--- config.mk ---
export PLATFORM = sky130hd
export DESIGN_NAME = renode_apb3_manager_engine
export DESIGN_NICKNAME = d
export VERILOG_FILES = /design/src/rtl/renode_apb3_pkg.sv /design/src/rtl/renode_apb3_timeout_counter.sv /design/src/rtl/renode_apb3_manager_engine.sv
export SDC_FILE = /design/constraint.sdc
export NUM_CORES = 1
export LEC_CHECK = 0
export CAP_MARGIN = 20
export CORE_ASPECT_RATIO = 0.5
export CORE_MARGIN = 2
export CORE_UTILIZATION = 42
export DETAILED_ROUTE_END_ITERATION = 10
export PLACE_DENSITY_LB_ADDON = 0.12
export SETUP_SLACK_MARGIN = 0.4
export SYNTH_ARGS = -nofsm -noshare
export SYNTH_HDL_FRONTEND = slang
export SYNTH_SLANG_ARGS = --single-unit
--- constraint.sdc ---
create_clock -name pclk -period 2.4 [get_ports pclk]
set_clock_uncertainty 0.2 [all_clocks]
set_input_delay 0.48 -clock pclk [delete_from_list [all_inputs] [get_ports pclk]]
set_output_delay 0.48 -clock pclk [all_outputs]
set_load 0.005 [all_outputs]
--- src/rtl/renode_apb3_pkg.sv ---
// Shared types and helpers for the Renode APB3 manager engine.
package renode_apb3_pkg;
  typedef enum logic [1:0] {IDLE, SETUP, ACCESS, RESPOND} apb3_mgr_state_e;

  // Counter must hold TimeoutCycles itself so saturation never aliases the last value.
  function automatic int tmo_cnt_w(input int cycles);
    return (cycles < 1) ? 1 : $clog2(cycles + 1);
  endfunction
endpackage

--- src/rtl/renode_apb3_timeout_counter.sv ---
// Saturating ACCESS-phase wait-state counter; flags the last allowed cycle.
module renode_apb3_timeout_counter
  import renode_apb3_pkg::*;
#(
  parameter int TimeoutCycles = 1024
) (
  input  logic pclk,
  input  logic presetn,
  input  logic enable,
  input  logic clear,
  output logic expired
);
  localparam int CW = tmo_cnt_w(TimeoutCycles);
  localparam logic [CW-1:0] CNT_MAX = {CW{1'b1}};

  logic [CW-1:0] count;

  always_ff @(posedge pclk or negedge presetn) begin
    if (!presetn)                          count <= '0;
    else if (clear)                        count <= '0;
    else if (enable && count != CNT_MAX)   count <= count + 1'b1;
  end

  if (TimeoutCycles == 0) begin : g_no_tmo
    assign expired = 1'b0;
  end else begin : g_tmo
    assign expired = (count == CW'(TimeoutCycles - 1));
  end
endmodule

--- src/rtl/renode_apb3_manager_engine.sv ---
// APB3 requester: one SETUP/ACCESS transfer per command, response held until consumed.
module renode_apb3_manager_engine
  import renode_apb3_pkg::*;
#(
  parameter int AddressWidth  = 20,
  parameter int DataWidth     = 32,
  parameter int TimeoutCycles = 1024
) (
  input  logic                    pclk,
  input  logic                    presetn,
  input  logic                    req_valid,
  output logic                    req_ready,
  input  logic                    req_write,
  input  logic [AddressWidth-1:0] req_addr,
  input  logic [DataWidth-1:0]    req_wdata,
  output logic                    rsp_valid,
  input  logic                    rsp_ready,
  output logic [DataWidth-1:0]    rsp_rdata,
  output logic                    rsp_error,
  output logic                    rsp_timeout,
  output logic [AddressWidth-1:0] paddr,
  output logic                    pselx,
  output logic                    penable,
  output logic                    pwrite,
  output logic [DataWidth-1:0]    pwdata,
  input  logic                    pready,
  input  logic [DataWidth-1:0]    prdata,
  input  logic                    pslverr
);
  if (!(DataWidth == 8 || DataWidth == 16 || DataWidth == 24 || DataWidth == 32)) begin : g_dw_check
    $error("renode_apb3_manager_engine: DataWidth must be 8, 16, 24 or 32");
  end

  apb3_mgr_state_e state;
  logic            tmo_expired;

  assign req_ready = (state == IDLE);

  renode_apb3_timeout_counter #(.TimeoutCycles(TimeoutCycles)) u_tmo (
    .pclk    (pclk),
    .presetn (presetn),
    .enable  ((state == ACCESS) && !pready),
    .clear   (state != ACCESS),
    .expired (tmo_expired)
  );

  always_ff @(posedge pclk or negedge presetn) begin
    if (!presetn) begin
      state       <= IDLE;
      paddr       <= '0;
      pselx       <= 1'b0;
      penable     <= 1'b0;
      pwrite      <= 1'b0;
      pwdata      <= '0;
      rsp_valid   <= 1'b0;
      rsp_rdata   <= '0;
      rsp_error   <= 1'b0;
      rsp_timeout <= 1'b0;
    end else begin
      case (state)
        IDLE: if (req_valid) begin
          paddr   <= req_addr;
          pwrite  <= req_write;
          pwdata  <= req_write ? req_wdata : '0;
          pselx   <= 1'b1;
          penable <= 1'b0;
          state   <= SETUP;
        end
        SETUP: begin
          penable <= 1'b1;
          state   <= ACCESS;
        end
        ACCESS: begin
          // pready takes priority over a coincident timeout
          if (pready) begin
            rsp_rdata   <= pwrite ? '0 : prdata;
            rsp_error   <= pslverr;
            rsp_timeout <= 1'b0;
            pselx       <= 1'b0;
            penable     <= 1'b0;
            rsp_valid   <= 1'b1;
            state       <= RESPOND;
          end else if (tmo_expired) begin
            rsp_rdata   <= '0;
            rsp_error   <= 1'b1;
            rsp_timeout <= 1'b1;
            pselx       <= 1'b0;
            penable     <= 1'b0;
            rsp_valid   <= 1'b1;
            state       <= RESPOND;
          end
        end
        RESPOND: if (rsp_ready) begin
          rsp_valid <= 1'b0;
          state     <= IDLE;
        end
        default: state <= IDLE;
      endcase
    end
  end
endmodule
==> impl_metrics.py <==
metrics = {
    "worst_setup_path": {
        "cp_cell_sequence": "clkdlybuf4s50_1",
        "slowest_stage": "clkdlybuf4s50_1",
        "required_ps": 1720,
        "worstSetupPathType": "register to output port",
        "reg2reg_to": "rsp_rdata[15]$_DFFE_PN0P_",
        "worst-path-buf-inv": 1,
        "arrival_ps": 1280,
        "reg2reg_depth": 5,
        "slowest_delay_ps": 530,
        "worstPathMaxFanout": 3,
        "r2r-start": "u_tmo.count[0]$_DFFE_PN0P_",
        "crit_family": "buffers and inverters",
        "critPathLaunchType": "register",
        "cp-end-kind": "output port",
        "rrSetupSlack_ps": 460,
    },
    "layout": {
        "final_common_cell": "clkdlybuf4s50_1",
        "drive_above_1_share_pct": 12.7,
        "fillers": 759,
        "num_antenna_cells": 0,
        "final_area_sq_um": 6560,
        "area_delta_synth_final_pct": 56.1,
        "final_cell_mix": "clkdlybuf4s50_1, dfrtp_1, nand2_1",
        "final_nets": 637,
    },
    "min_path": {
        "hold_depth": 2,
        "hp-start": "pwdata[4]$_DFFE_PN0P_",
        "min_path_type": "register to register",
        "min_to": "pwdata[4]$_DFFE_PN0P_",
    },
    "drt": {
        "post_drt_wl_per_cell_um": 15.4,
        "vias": 3309,
        "drt_iter0_drc": 141,
        "first_pass_iters": 4,
        "totalWireLength_um": 10500,
        "vias_per_cell": 4.87,
        "drc": 0,
        "postRouteAntennaNets": 0,
    },
    "synth": {
        "synth_seq_area_share_pct": 61.3,
        "async_flop_share_pct": 100,
        "ys_warn_count": 0,
        "synth_top_area_cell": "dfrtp_1",
        "synth_top_cell_area_share_pct": 61.3,
        "ys_seq_elements": 103,
        "synth.avg_cell_area_sq_um": 11.8,
        "synth_nets": 454,
        "synth_area_leaders": "dfrtp_1, a22o_1, nand2_1, mux2_2, o21ai_0",
        "synth_edf_count": 0,
        "synth_ff_type": "dfrtp_1",
        "netlist_instances": 356,
        "synth_area_sq_um": 4210,
        "synth_cell_types": 37,
    },
    "place": {
        "dp_hpwl_um": 7320,
        "port_buffers": 181,
        "place_area_sq_um": 6170,
        "gp_congestion": 0.769,
    },
    "timing": {
        "fin_crit_sh_pct": 81.5,
        "slew_headroom_pct": 64.0,
        "slew_viol_final": 0,
        "fmax_mhz": 511,
        "hold_viol_final": 0,
        "finalSetupViolCount": 0,
        "setup_tns_ps": 0,
        "rsz0062_at_grt": "yes",
        "fin_crit_ps": 1960,
        "tightest_slew_ps": 540,
    },
    "clock_tree": {
        "clock-root-buffer": "clkbuf_16",
        "cts_num_sinks": 103,
        "cts_max_level": 3,
        "clk_pin_slew_worst_paths_ps": 70,
        "cts_buffer_depth": 2,
        "cts_buffers": 9,
        "clk_latency_ps": 350,
        "cts_tree": "built",
    },
    "grt": {
        "grt_pass1_wl_um": 16400,
        "grt_max_degree": 63,
        "grt_pass1_vias": 3244,
        "gr-total-overflow": 0,
        "antenna_found_initial": 0,
        "globalRouteTotalUtil_pct": 19.3,
    },
    "power_and_ir_drop": {
        "leakage_nw": 2.90,
        "ir_drop_mv": 0.532,
        "p_per_area_nw_per_um2": 1130,
    },
    "floorplan": {
        "die_h_um": 74.8,
        "die_area_sq_um": 10900,
        "start_util_pct": 43.9,
        "num_io_pins": 182,
        "core-area_sq_um": 9570,
        "fp.dieW_um": 146,
        "rows": 25,
    },
    "run_status": {
        "status": "complete, no violations",
    },
    "flow_run": {
        "drv_cap": 0,
    },
}
[worst max path at each step]
stage                                           from                          to  cells after the start  slack (ps)
final                             pwrite$_DFFE_PN0P_                      pwrite                      1         440
after global routing      u_tmo.count[0]$_DFFE_PN0P_   rsp_rdata[15]$_DFFE_PN0P_                      5         340
after CTS                         pwrite$_DFFE_PN0P_                      pwrite                      1         420
after detailed placement                      pready  u_tmo.count[7]$_DFFE_PN0P_                      5         210
after global placement                        pready  u_tmo.count[7]$_DFFE_PN0P_                      5         240
after floorplan                 state[0]$_DFFE_PN0P_        paddr[0]$_DFFE_PN0P_                      6         510
[cell usage after synthesis, types with 2 or more instances]
library cell  count
o21a_1            2
and3_1            4
mux2_2           24
nand2_1          72
ha_1              7
a22o_1           33
nand4_1           2
o21bai_1          2
inv_1             4
nand2b_1          2
and2_1            4
nor2b_1           2
clkbuf_1         18
dfrtp_1         103
a31oi_1           3
a21oi_1           4
buf_2             3
buf_6             5
a211oi_1          2
o21ai_0          37
nor2_1            2
nand3_1           3
xor2_1            4
[sequential cells by signal (all words and copies together), names as in the netlist]
name	cells
rsp_error	1
pwrite	1
state	2
penable	1
pselx	1
rsp_timeout	1
pwdata	32
rsp_rdata	32
rsp_valid	1
paddr	20
u_tmo.count	11
[layout make-up]
class	count	area, sq um	share of cell area, %
clock buffer	10	239	3.64
clock inverter	6	51.3	0.782
inverter	4	15.0	0.229
multi-input combinational	223	1520	23.2
sequential	103	2580	39.3
tap	135	169	2.57
timing repair buffer	198	1990	30.3
[stage by stage]
step / std cells / setup WS, ps / hold WS [ps] / total power, mW / util, %
floorplan: 356 / 508 / -15.6 / 4.00 / -
global placement: 656 / 245 / 260 / 5.83 / 64.5
detailed placement: 656 / 208 / 269 / 5.89 / 64.5
CTS: 677 / 418 / 285 / 7.44 / 68.1
global route: 679 / 335 / 310 / 7.88 / 68.6
finish: 679 / 444 / 278 / 7.39 / 68.6
[layer usage]
metal  wire, um  part of all wire [%]  vias up  GRT usage, %
met3        702                   6.7       10          6.48
li1           -                     -     1602             -
met1       4500                    43     1592          23.9
met2       5160                    49      105          33.3
met4        125                   1.2        0          5.45
met5          0                     0        -             0
[repair_timing]
item	4_1_cts	5_1_grt
gates resized for setup	6	4
setup buffers	4	2
gates cloned	0	0
endpoints found under the setup margin	33	28
hold buffers	1	0
hold endpoints to repair	62	0
[report_power, final]
| part | switching, mW | internal [mW] | leakage (nW) |
|---|---|---|---|
| clock | 0.677 | 0.751 | 0.146 |
| combinational | 1.10 | 2.01 | 1.43 |
| sequential | 0.385 | 2.46 | 1.32 |
| total | 2.16 | 5.23 | 2.90 |
[cells by family after synthesis]
kind of cell | share of synthesized area [%]
multiplexers | 6.66
buffers and inverters | 3.66
flip-flops | 61.3
AO/OA/AOI/OAI | 15.2
AND/OR/NAND/NOR | 10.3
adder cells (fa/ha/maj) | 2.08
XOR/XNOR | 0.833
Power figures use the tool's default switching activity.
